==> src/rtl/counter_ctrl_if.sv <==
// rtl/counter_ctrl_if.sv - switch, counter and status signals between counter_ctrl and the board/counter side
interface counter_ctrl_if;
    logic [1:0] switches;
    logic [3:0] counter_out;
    logic       cnt_rst;
    logic       cnt_en;
    logic [3:0] leds;
    logic [1:0] state;

    modport master (
        input  switches,
        input  counter_out,
        output cnt_rst,
        output cnt_en,
        output leds,
        output state
    );

    modport slave (
        output switches,
        output counter_out,
        input  cnt_rst,
        input  cnt_en,
        input  leds,
        input  state
    );
endinterface

==> src/rtl/counter_ctrl.sv <==
// rtl/counter_ctrl.sv - switch sync/debounce, run/pause/clear FSM, prescaled enable and LED register
module counter_ctrl #(
    parameter int DEBOUNCE_CYCLES = 1250000,
    parameter int TICK_DIV        = 125000000
) (
    input  logic          clk,
    input  logic          rst,
    counter_ctrl_if.master bus
);
    localparam int DW = $clog2(DEBOUNCE_CYCLES + 1);
    localparam int TW = (TICK_DIV > 1) ? $clog2(TICK_DIV) : 1;
    localparam logic [DW-1:0] DLIM = DW'(DEBOUNCE_CYCLES - 1);
    localparam logic [TW-1:0] TLIM = TW'(TICK_DIV - 1);

    typedef enum logic [1:0] {
        IDLE  = 2'b00,
        RUN   = 2'b01,
        PAUSE = 2'b10,
        CLEAR = 2'b11
    } state_t;

    logic [1:0]         sync1_q, sync1_d;
    logic [1:0]         sync2_q, sync2_d;
    logic [1:0]         db_q, db_d;
    logic [1:0]         db_dly_q, db_dly_d;
    logic [1:0]         press_q, press_d;
    logic [1:0][DW-1:0] dcnt_q, dcnt_d;
    state_t             state_q, state_d;
    logic [TW-1:0]      tcnt_q, tcnt_d;
    logic               cnt_rst_q, cnt_rst_d;
    logic               cnt_en_q, cnt_en_d;
    logic [3:0]         leds_q, leds_d;

    always_comb begin
        sync1_d  = bus.switches;
        sync2_d  = sync1_q;
        db_d     = db_q;
        dcnt_d   = dcnt_q;
        // Any matching cycle restarts the count, so only stable levels get through.
        for (int i = 0; i < 2; i++) begin
            if (sync2_q[i] == db_q[i]) begin
                dcnt_d[i] = '0;
            end else if (dcnt_q[i] == DLIM) begin
                db_d[i]   = sync2_q[i];
                dcnt_d[i] = '0;
            end else begin
                dcnt_d[i] = dcnt_q[i] + 1'b1;
            end
        end
        db_dly_d = db_q;
        press_d  = db_q & ~db_dly_q;

        state_d = state_q;
        case (state_q)
            CLEAR:   state_d = IDLE;
            default: begin
                if (press_q[1])      state_d = CLEAR;
                else if (press_q[0]) state_d = (state_q == RUN) ? PAUSE : RUN;
            end
        endcase
        cnt_rst_d = (state_d == CLEAR);

        // Strobe decision uses the current state, so a terminal count on the exit edge still fires.
        tcnt_d   = '0;
        cnt_en_d = 1'b0;
        case (state_q)
            RUN: begin
                if (tcnt_q == TLIM) begin
                    tcnt_d   = '0;
                    cnt_en_d = 1'b1;
                end else begin
                    tcnt_d = tcnt_q + 1'b1;
                end
            end
            PAUSE:   tcnt_d = tcnt_q;
            default: tcnt_d = '0;
        endcase

        leds_d = bus.counter_out;
    end

    always_ff @(posedge clk or posedge rst) begin
        if (rst) begin
            sync1_q   <= '0;
            sync2_q   <= '0;
            db_q      <= '0;
            db_dly_q  <= '0;
            press_q   <= '0;
            dcnt_q    <= '0;
            state_q   <= CLEAR;
            tcnt_q    <= '0;
            cnt_rst_q <= 1'b1;
            cnt_en_q  <= 1'b0;
            leds_q    <= '0;
        end else begin
            sync1_q   <= sync1_d;
            sync2_q   <= sync2_d;
            db_q      <= db_d;
            db_dly_q  <= db_dly_d;
            press_q   <= press_d;
            dcnt_q    <= dcnt_d;
            state_q   <= state_d;
            tcnt_q    <= tcnt_d;
            cnt_rst_q <= cnt_rst_d;
            cnt_en_q  <= cnt_en_d;
            leds_q    <= leds_d;
        end
    end

    assign bus.cnt_rst = cnt_rst_q;
    assign bus.cnt_en  = cnt_en_q;
    assign bus.leds    = leds_q;
    assign bus.state   = state_q;
endmodule

==> src/flat_wrapper.sv <==
// flat-port wrapper written by rule: the top's interface ports become plain ports
module counter_ctrl_flat 
#(
    parameter int DEBOUNCE_CYCLES = 1250000,
    parameter int TICK_DIV        = 125000000
)
  (clk, rst, bus_switches, bus_counter_out, bus_cnt_rst, bus_cnt_en, bus_leds, bus_state);
  counter_ctrl_if bus_i ();
  input  logic clk;
  input  logic rst;
  input wire logic [$bits(bus_i.switches)-1:0] bus_switches;
  input wire logic [$bits(bus_i.counter_out)-1:0] bus_counter_out;
  output wire logic [$bits(bus_i.cnt_rst)-1:0] bus_cnt_rst;
  output wire logic [$bits(bus_i.cnt_en)-1:0] bus_cnt_en;
  output wire logic [$bits(bus_i.leds)-1:0] bus_leds;
  output wire logic [$bits(bus_i.state)-1:0] bus_state;
  assign bus_i.switches = bus_switches;
  assign bus_i.counter_out = bus_counter_out;
  assign bus_cnt_rst = bus_i.cnt_rst;
  assign bus_cnt_en = bus_i.cnt_en;
  assign bus_leds = bus_i.leds;
  assign bus_state = bus_i.state;
  counter_ctrl #(.DEBOUNCE_CYCLES(DEBOUNCE_CYCLES), .TICK_DIV(TICK_DIV)) u_core (.clk(clk), .rst(rst), .bus(bus_i));
endmodule
==> config.mk <==
export PLATFORM = sky130hd
export DESIGN_NAME = counter_ctrl_flat
export DESIGN_NICKNAME = d
export VERILOG_FILES = /design/src/rtl/counter_ctrl_if.sv /design/src/rtl/counter_ctrl.sv /design/src/flat_wrapper.sv
export SDC_FILE = /design/constraint.sdc
export NUM_CORES = 1
export LEC_CHECK = 0
export CAP_MARGIN = 20
export CORE_ASPECT_RATIO = 1.25
export CORE_MARGIN = 2
export CORE_UTILIZATION = 50
export DETAILED_ROUTE_END_ITERATION = 16
export GPL_ROUTABILITY_DRIVEN = 0
export GPL_TIMING_DRIVEN = 1
export PLACE_DENSITY = 0.7
export REMOVE_ABC_BUFFERS = 1
export SYNTH_ARGS = -nofsm -noshare
export SYNTH_HDL_FRONTEND = slang
export SYNTH_SLANG_ARGS = --single-unit
==> constraint.sdc <==
create_clock -name clk -period 2.7 [get_ports clk]
set_clock_uncertainty 0.05 [all_clocks]
set_input_delay 0.54 -clock clk [delete_from_list [all_inputs] [get_ports clk]]
set_output_delay 0.54 -clock clk [all_outputs]
set_load 0.005 [all_outputs]
# After elaboration in Yosys (flattened, before gate mapping)
# Cells that the tools add are included.
op_classes:
  bitwise_logic: 4
  n_reduce_logical: 2
  add_sub_neg: 3
  n_mux: 12
  eq_ne: 9
op_table:
  columns: ["op", "count"]
  rows:
  - ["21-bit two-way mux", 4]
  - ["27-bit one-hot mux with 2 select lines", 1]
  - ["21-bit by 1-bit adder with 21-bit output, second input constant", 2]
  - ["21-bit equality test, second input constant", 2]
  - ["27-bit by 1-bit adder with 27-bit output, second input constant", 1]
  - ["27-bit equality test, second input constant", 1]
  - ["27-bit two-way mux", 1]
  - ["2-bit two-way mux", 4]
  - ["2-bit equality test, second input constant", 3]
  - ["2-bit AND reduction", 2]
  - ["2-bit bitwise AND", 1]
  - ["1-bit equality test", 2]
  - ["2-bit by 1-bit equality test with 1-bit output, second input constant", 1]
  - ["1-bit two-way mux", 2]
  - ["1-bit inverter", 2]
  - ["2-bit inverter", 1]
word_totals:
  ff_bits: 87
  inputBits: 8
  elab_cells: 43
  out_inout_bits: 8

# Depth between registers and ports, before layout
# Gate-level depths: netlist of the first run.
logic_depth:
  depth_word: 6
  ltp_mapped: 8
  mapped_depth_nobuf: 6

# Worst setup path after synthesis of the first run
# No wires, ideal clock.
synth_timing:
  kind: "flip-flop to flip-flop"
  start: "register u_core.dcnt_q[0] (netlist bit)"
  end: "register u_core.dcnt_q[11] (netlist bit)"
  path_buffers: 2
  synth_period_minus_slack_ns: 2.134
  t_required_ns: 2.531
  setup_time_ns: 0.119
  slack_ns: 0.566
  stages_incl_launch_ff: 9
  arrival_ns: 1.965
  path_cell_list: "dfrtp_1 ha_1 nand3_1 or4b_4 nor4_4 or2_1 buf_6 buf_8 nor2_1"
synth_rtl:
  columns: ["element", "line", "source"]
  rows:
  - ["from (decl)", "counter_ctrl.sv:27", "logic [1:0][DW-1:0] dcnt_q, dcnt_d;"]
  - ["from (signal assigned)", "counter_ctrl.sv:101", "dcnt_q <= dcnt_d;"]

# Worst setup path in the final report of the first run
layout_timing:
  start: "register u_core.tcnt_q[0]"
  end: "register u_core.tcnt_q[11]"
layout_via:
  elab_chain_cells: 3
  elab_cells_between_ends: 4
  classes_between: "add/sub (1); eq/ne (1); mux (2)"
layout_rtl:
  columns: ["element", "line", "source"]
  rows:
  - ["from (decl)", "counter_ctrl.sv:29", "logic [TW-1:0] tcnt_q, tcnt_d;"]
  - ["from (signal assigned)", "counter_ctrl.sv:103", "tcnt_q <= tcnt_d;"]
  - ["27-bit by 1-bit adder with 27-bit output or 27-bit equality test (tied branches)", "counter_ctrl.sv:72, counter_ctrl.sv:68", null]
  - ["27-bit two-way mux (*)", "counter_ctrl.sv:68", "if (tcnt_q == TLIM) begin"]
  - ["27-bit one-hot mux with 2 select lines (*)", "counter_ctrl.sv:66", "case (state_q)"]
# Every way passes the cells marked *; elsewhere a longest branch is shown, timed or not.
# A chain may end at the register's enable or synchronous reset.

==> key figures, run 1 <==
Status
  – Outcome: completed

Synthesis
  – Yosys cell types: 50
  – Largest area contributor in the netlist: dfrtp_1
  – Xor/xnor share of the synthesized area: 0.0757
  – Largest cells by area after synthesis: dfrtp_1 49%, nor2_1 5.1%, xor2_1 4.7%
  – Post-synthesis simple-gate area fraction: 0.281
  – Largest family of logic cells by synthesized area: simple AND/OR/NAND/NOR gates
  – Seq/Total Area, Yosys: 0.510
  – Area share of the largest cell type after synthesis: 0.491
  – Avg Inst Size Synth: 9.51 µm²
  – FFs w/ async S/R, synth: 1.00
  – Cells after Synth: 450
  – Mux cell area share after synthesis: 0.0146
  – Post-synthesis adder-cell area fraction: 0.00877
  – Post-synth EDFFs: 0
  – YS warnings: 0
  – Most used DFF post-synth: dfrtp_1
  – Synthesized cell area: 4280 µm²
  – Compound-Gate Fraction of Synth Area: 0.0751
  – FF+latch count, synth: 87

STA
  – Setup Total Neg Slack: 0 ns
  – Worst-margin pin slew: 0.736 ns
  – Fin crit share: 0.853
  – Endpoints failing hold: 0
  – Relative slew slack: 0.505
  – F_max: 434 MHz
  – RSZ-0062 raised after global routing: false
  – PnR worst setup slack: 0.398 ns
  – Shortest period the worst path allows: 2.30 ns
  – Final Max Slew Viols: 0
  – Final setup vio count: 0

Placement
  – Dpl hpwl: 5670 µm
  – Pre-CTS setup slack: about 0.43 ns
  – IO buf count: 15

Clock network
  – Resize count post-CTS: 0
  – CTS Buf Count: 9
  – CTS tree: built
  – Number of hold buffers added after cts: 0
  – Post-CTS setup buffers: 0
  – Max clock buf depth: 2
  – Clk slew on worst S/H paths: 0.09 ns
  – Clk root buf: clkbuf_8
  – H-Tree Depth: 3
  – Clk_lat worst skew: 0.36 ns
  – Clock sink count: 87

Critical path
  – Critical Path Source: u_core.tcnt_q[0]
  – CP required: approximately 2.9 ns
  – Worst stage delay on the critical path: slightly below 0.6 ns
  – CP bufs+invs: 0
  – WP depth: 6
  – Reg-to-Reg Start: u_core.tcnt_q[0]
  – Critical path, cell by cell: ha_1 -> nand4_1 -> or4_1 -> o21a_1 -> a21oi_1 -> o21ai_0
  – R2r worst-path depth: 6
  – WP data arrival: 2.50 ns
  – Slowest cell on crit path: or4_1
  – Critical path fanouts, max: 15
  – Worst Setup Path Type: reg -> reg
  – Worst flop-to-flop path endpoint: u_core.tcnt_q[11]
  – CP delay by family, top: simple AND/OR/NAND/NOR gates
  – Startpoint types: register
  – Worst Setup EP: u_core.tcnt_q[11]
  – Reg2Reg Setup Slack: ~0.40 ns
  – Critical Path Sink Type: register

Pwr
  – Comb power frac: 0.028
  – P_sw: between 0.5 and 0.6 mW
  – Internal power: around 1.9 mW
  – Switch share: 0.210
  – Sequential share of power: 0.539
  – P per Cell Area: between 500 and 600 nW/µm²
  – Clock share of power: 0.432
  – Max IR drop VDD: 0.325 mV
  – Leakage: 1.97 nW

Detailed routing
  – Final ANT Viol Nets: 0
  – Vias per cell: 5.85
  – WL per Instance: about 15 µm
  – DRT iter0 DRCs: roughly 200
  – DRC Markers: 0
  – Drt pass-1 iters: 5
  – WL final: approximately 8300 µm
  – Vias: 3322

Layout
  – Fin nets: between 400 and 500
  – Ant diodes: 0
  – Final Util: 0.576
  – Share of cells above drive strength 1: 0.0743
  – Area of the multi-input gates: 1950 µm²
  – Filler instances: 718
  – Sequential standard cell area: around 2200 µm²
  – Area Growth Syn to Fin: 11.6%

Global routing
  – Largest net degree at the start of global routing: 84
  – Global route overflow: 0
  – First-pass GRT wire length: 14600 µm
  – Initial antenna violation count: 0
  – Vias in the first global route: 3259
  – GRT Overall Usage: 0.198

Flow run
  – Max_cap viols: 0

Die
  – Core footprint: 8290 µm²
  – Die height: 107 µm
  – FP Rows: 37
  – Total Die Area: 9320 µm²
  – Chip Width: 86.8 µm
  – Initial core utilization: 0.517
  – Io pins: 16

Hold path
  – Worst min path class: reg -> reg
-- state kept, by name, indices dropped and copies added (netlist names) --
register and cells:
u_core.bus.cnt_en 1, u_core.bus.cnt_rst 1, u_core.bus.leds 4, u_core.bus.state 2, u_core.db_dly_d 2, u_core.db_dly_q 2
u_core.dcnt_q 42, u_core.press_q 2, u_core.sync1_q 2, u_core.sync2_q 2, u_core.tcnt_q 27
-- routing by layer --
metal | GRT usage | routed length (µm)
met5 | 0 | 0
met4 | 0.0993 | 175
met3 | 0.0299 | 316
met2 | 0.330 | 4210
met1 | 0.249 | 3620
-- worst reg2reg max path, stage by stage (launching register included) --
cell and delay (ns):
dfrtp_1 0.41, ha_1 0.22, nand4_1 0.20, or4_1 0.58, o21a_1 0.41, a21oi_1 0.24
o21ai_0 0.09
-- cells in the mapped netlist (all sizes together) (3+ instances only) --
| library cell | number |
|---|---|
| a21o | 3 |
| a21oi | 16 |
| a22o | 3 |
| a22oi | 3 |
| and3 | 9 |
| and4 | 4 |
| buf | 5 |
| clkbuf | 13 |
| dfrtp | 84 |
| dfstp | 3 |
| ha | 3 |
| inv | 16 |
| mux2i | 4 |
| nand2 | 40 |
| nand3 | 34 |
| nand4 | 21 |
| nor2 | 58 |
| nor2b | 6 |
| nor3 | 11 |
| nor4 | 12 |
| nor4b | 7 |
| o21ai | 22 |
| or3 | 11 |
| or4b | 3 |
| xnor2 | 14 |
| xor2 | 23 |
-- power groups by stage --
stage          clock network, mW  logic (mW)  registers, mW
2_1_floorplan                  0      0.0388           1.35
3_3_place_gp                   0      0.0712           1.35
3_5_place_dp                   0      0.0724           1.35
4_1_cts                     1.09      0.0727           1.32
5_1_grt                     1.14      0.0807           1.33
6_report                    1.06      0.0693           1.32
-- kinds of logic after synthesis --
| logic type | count (synthesis) |
|---|---|
| AOI/OAI and AO/OA | 55 |
| DFF | 87 |
| adders and majority gates | 3 |
| and+or+nand+nor | 228 |
| buffers and inverters | 34 |
| muxes | 6 |
| xor gates and xnor gates | 37 |
-- worst min-delay path by stage --
stage	startpoint	endpoint	slack (ns)	cells after the start
global route	rst	u_core.bus.leds[0]	0.31	2
global placement	u_core.sync1_q[1]	u_core.sync2_q[1]	0.28	0
CTS	rst	u_core.bus.leds[0]	0.29	2
floorplan	u_core.sync1_q[0]	u_core.sync2_q[0]	0.28	0
detailed placement	u_core.sync1_q[1]	u_core.sync2_q[1]	0.29	0
finish	u_core.sync1_q[1]	u_core.sync2_q[1]	0.30	0
-- metrics by stage --
step           instances  hold slack [ns]  cell area, µm²  power (mW)
3_3_place_gp         552            0.282            4540        1.42
2_1_floorplan        432            0.281            4190        1.39
6_report             568            0.303            4780        2.46
4_1_cts              568            0.294            4780        2.49
3_5_place_dp         552            0.287            4540        1.42
5_1_grt              568            0.314            4780        2.55
-- cell type report --
class | count | area share
Sequential cell | 87 | 0.457
Clock inverter | 4 | 0.0160
Clock buffer | 12 | 0.0346
Inverter | 16 | 0.0128
Tap cell | 97 | 0.0254
Multi-Input combinational cell | 329 | 0.408
Timing Repair Buffer | 23 | 0.0466
-- placed cells by master, fill, tap and decap left out, types with 4 or more instances in the layout --
cell type	netlist	layout
nor2b_1	6	6
nand2_1	40	40
nand3_1	34	34
and4_1	4	4
clkbuf_8	0	12
o21ai_0	20	20
a21oi_1	16	16
nor2_1	58	58
clkdlybuf4s50_1	0	15
and3_1	9	9
nor3_1	11	11
nand4_1	21	21
xor2_1	23	23
mux2i_1	4	4
inv_1	16	15
dfrtp_1	84	84
buf_4	0	7
nor4b_1	7	7
or3_1	11	11
xnor2_1	14	14
nor4_1	10	10
Power figures use the tool's default switching activity.
==> run 2: changes to the inputs <==
Settings changed: HOLD_SLACK_MARGIN set to 0.15, TNS_END_PERCENT set to 5.
==> results of run 2 <==
Final layout, timing and power as in run 1 (identical DEF).
==> run 3: changes to the inputs <==
Settings changed: ABC_AREA set to 1, SETUP_SLACK_MARGIN set to 0.5.
==> run 3 against run 2 <==
- register-to-register slack better by 0.51 ns
- via count is 23% higher
- area after synthesis is 14% higher
- global-route usage is 1.5 points higher
- hold slack worse by 0.00094 ns
- power is 10% higher
- non-clock buffer count is 5 lower
- core utilization is 0.17 points lower
- first-iteration DRC count is 23% higher
- critical path depth is 5 lower
- sequential share of layout area is 6.0 points lower
- worst setup slack better by 0.28 ns
- critical path type is now reg -> out
- largest cell class is now multi-input combinational cells
==> key figures, run 3 <==
Detailed routing
  – DRC Markers: 0 (unchanged)
  – Vias per cell: 5.09 (was 5.85)
  – WL per Instance: 13.0 µm (was 14.7 µm)
  – WL final: 10500 µm (was 8330 µm)
  – Final ANT Viol Nets: 0 (unchanged)
  – Vias: 4094 (was 3322)
  – DRT iter0 DRCs: 242 (was 197)
  – Drt pass-1 iters: 5 (unchanged)

Hold path
  – Worst min path class: reg -> reg (unchanged)
  – Hold path cells: 0 (unchanged)

Layout
  – Most common cell after layout, fill and taps aside: nand2_1 (was dfrtp_1)
  – Fin nets: 684 (was 477)
  – Largest register FFs: 42 (unchanged)
  – Top reg by flops: u_core.dcnt_q (unchanged)
  – Share of cells above drive strength 1: 0.122 (was 0.0743)
  – Commonest non-fill, non-tap cells in the layout: 165 x nand2_1, 128 x nor2_1, 84 x dfrtp_1, 73 x inv_1, 37 x nand3_1 (was 84 x dfrtp_1, 58 x nor2_1, 40 x nand2_1, 34 x nand3_1, 23 x xor2_1)
  – Area Growth Syn to Fin: 12.9% (was 11.6%)
  – Ant diodes: 0 (unchanged)

Placement
  – IO buf count: 15 (unchanged)
  – Pre-CTS setup slack: 0.905 ns (was 0.431 ns)
  – Dpl hpwl: 7670 µm (was 5670 µm)

Critical path
  – WP data arrival: 1.43 ns (was 2.50 ns)
  – R2r worst-path depth: 8 (was 6)
  – CP delay by family, top: flip-flops (was simple AND/OR/NAND/NOR gates)
  – WP depth: 1 (was 6)
  – Startpoint types: register (unchanged)
  – Slowest cell on crit path: dfstp_2 (was or4_1)
  – Worst stage delay on the critical path: 0.56 ns (was 0.58 ns)
  – Critical Path Sink Type: primary output (was register)
  – CP bufs+invs: 1 (was 0)
  – Critical path, cell by cell: clkdlybuf4s50_1 (was ha_1 -> nand4_1 -> or4_1 -> o21a_1 -> a21oi_1 -> o21ai_0)
  – CP required: 2.11 ns (was 2.90 ns)
  – Critical path fanouts, max: 5 (was 15)
  – Worst Setup Path Type: reg -> out (was reg -> reg)

Synthesis
  – Area share of the largest cell type after synthesis: 0.432 (was 0.491)
  – Synthesized cell area: 4870 µm² (was 4280 µm²)
  – Post-synthesis adder-cell area fraction: 0.00771 (was 0.00877)
  – Post-synthesis simple-gate area fraction: 0.394 (was 0.281)
  – Most used DFF post-synth: dfrtp_1 (unchanged)
  – YS warnings: 0 (unchanged)
  – FFs w/ async S/R, synth: 1.00 (unchanged)
  – Most frequent cells after synthesis: 165 x nand2_1, 128 x nor2_1, 84 x dfrtp_1, 74 x inv_1, 37 x nand3_1 (was 84 x dfrtp_1, 58 x nor2_1, 40 x nand2_1, 34 x nand3_1, 23 x xor2_1)
  – Yosys cell types: 31 (was 50)
  – Compound-Gate Fraction of Synth Area: 0.0362 (was 0.0751)
  – Xor/xnor share of the synthesized area: 0.0486 (was 0.0757)
  – Most numerous cell in the Yosys netlist: nand2_1 (was dfrtp_1)
  – Cells after Synth: 648 (was 450)
  – Mux cell area share after synthesis: 0 (was 0.0146)
  – Largest area contributor in the netlist: dfrtp_1 (unchanged)
  – Avg Inst Size Synth: 7.51 µm² (was 9.51 µm²)
  – FF+latch count, synth: 87 (unchanged)
  – Largest family of logic cells by synthesized area: simple AND/OR/NAND/NOR gates (unchanged)
  – Largest cells by area after synthesis: dfrtp_1 43%, nand2_1 13%, nor2_1 9.9% (was dfrtp_1 49%, nor2_1 5.1%, xor2_1 4.7%)
  – Post-synth EDFFs: 0 (unchanged)
  – Seq/Total Area, Yosys: 0.448 (was 0.510)

Die
  – Total Die Area: 10500 µm² (was 9320 µm²)
  – Core footprint: 9560 µm² (was 8290 µm²)
  – FP Rows: 40 (was 37)
  – Initial core utilization: 0.509 (was 0.517)
  – Chip Width: 92.3 µm (was 86.8 µm)
  – Io pins: 16 (unchanged)
  – Die height: 114 µm (was 107 µm)

Clock network
  – Max clock buf depth: 2 (unchanged)
  – H-Tree Depth: 3 (unchanged)
  – CTS Buf Count: 9 (unchanged)
  – Clock sink count: 87 (unchanged)
  – Clk root buf: clkbuf_16 (was clkbuf_8)
  – Post-CTS setup buffers: 0 (unchanged)
  – CTS tree: built (unchanged)
  – Clk slew on worst S/H paths: 0.06 ns (was 0.09 ns)
  – Number of hold buffers added after cts: 0 (unchanged)
  – Resize count post-CTS: 0 (unchanged)
  – Clk_lat worst skew: 0.34 ns (was 0.36 ns)

Global routing
  – Initial antenna violation count: 0 (unchanged)
  – Largest net degree at the start of global routing: 59 (was 84)
  – Global route overflow: 0 (unchanged)
  – First-pass GRT wire length: 17900 µm (was 14600 µm)
  – Vias in the first global route: 3968 (was 3259)
  – GRT Overall Usage: 0.213 (was 0.198)

Pwr
  – P per Cell Area: 492 nW/µm² (was 514 nW/µm²)
  – Max IR drop VDD: 0.333 mV (was 0.325 mV)
  – Leakage: 2.36 nW (was 1.97 nW)

STA
  – Final setup vio count: 0 (unchanged)
  – PnR worst setup slack: 0.680 ns (was 0.398 ns)
  – Relative slew slack: 0.629 (was 0.505)
  – Min Hold Slack: 0.302 ns (was 0.303 ns)
  – Endpoints failing hold: 0 (unchanged)
  – RSZ-0062 raised after global routing: false (unchanged)
  – Shortest period the worst path allows: 2.02 ns (was 2.30 ns)
  – F_max: 495 MHz (was 434 MHz)
  – Final Max Slew Viols: 0 (unchanged)
  – Fin crit share: 0.748 (was 0.853)
  – Worst-margin pin slew: 0.555 ns (was 0.736 ns)

Flow run
  – Max_cap viols: 0 (unchanged)

Status
  – Outcome: completed (unchanged)
==> run 3: changes by cell type after synthesis, sizes merged, moves of 10 or more <==
cell	change
inv	+59
nor4	-12
nor2	+91
nand2	+148
nand3	+16
or3	-11
clkbuf	-13
nand4	-15
xnor2	-10
==> run 3: report_power, final <==
part / switching (mW) / internal (mW) / leakage (nW)
clock: 0.533 / 0.774 / 0.152
sequential: 0.00890 / 1.32 / 1.18
combinational: 0.0466 / 0.0263 / 1.02
total: 0.588 / 2.12 / 2.36
==> run 3: worst paths after layout <==
| check | end | start | slack, ns |
|---|---|---|---|
| setup / recovery | bus_state[0] | u_core.bus.state[0] | 0.68 |
| hold / removal | u_core.sync2_q[0] | u_core.sync1_q[0] | 0.30 |
| setup reg to reg | u_core.tcnt_q[5] | u_core.tcnt_q[0] | 0.91 |
| hold reg to reg | u_core.sync2_q[0] | u_core.sync1_q[0] | 0.30 |
| max in group asynchronous | u_core.bus.state[0] | rst | 1.57 |
| min in group asynchronous | u_core.bus.leds[2] | rst | 0.41 |
==> run 3: cells by family after synthesis <==
family,after synthesis
AOI/OAI and AO/OA,32
buffers and inverters,80
DFF,87
and+or+nand+nor,419
adders and majority gates,3
xor gates and xnor gates,27
==> run 3: final cells by class <==
cell class | count | area [µm²]
clock buffers | 11 | 253
clock inverters | 5 | 63.8
fillers | 858 | 4070
inverters | 76 | 287
multi-input cells | 481 | 2370
flip-flops and latches | 87 | 2180
well taps | 126 | 158
repair buffers | 18 | 185
==> run 3: metrics by stage <==
step	cells	util	setup TNS (ns)	power [mW]	area, µm²
6_report	804	0.575	0	2.71	5490
4_1_cts	804	0.575	0	2.73	5490
3_3_place_gp	788	0.542	0	1.42	5180
5_1_grt	804	0.575	0	2.80	5490
3_5_place_dp	788	0.542	0	1.43	5180
2_1_floorplan	644	-	-11.36	1.39	4830
==> run 3: layer usage <==
metal	vias up	track usage	share of wire
li1	2072	-	-
met1	1893	0.252	0.42
met2	103	0.373	0.51
met3	26	0.0355	0.044
met4	0	0.112	0.028
met5	-	0	0
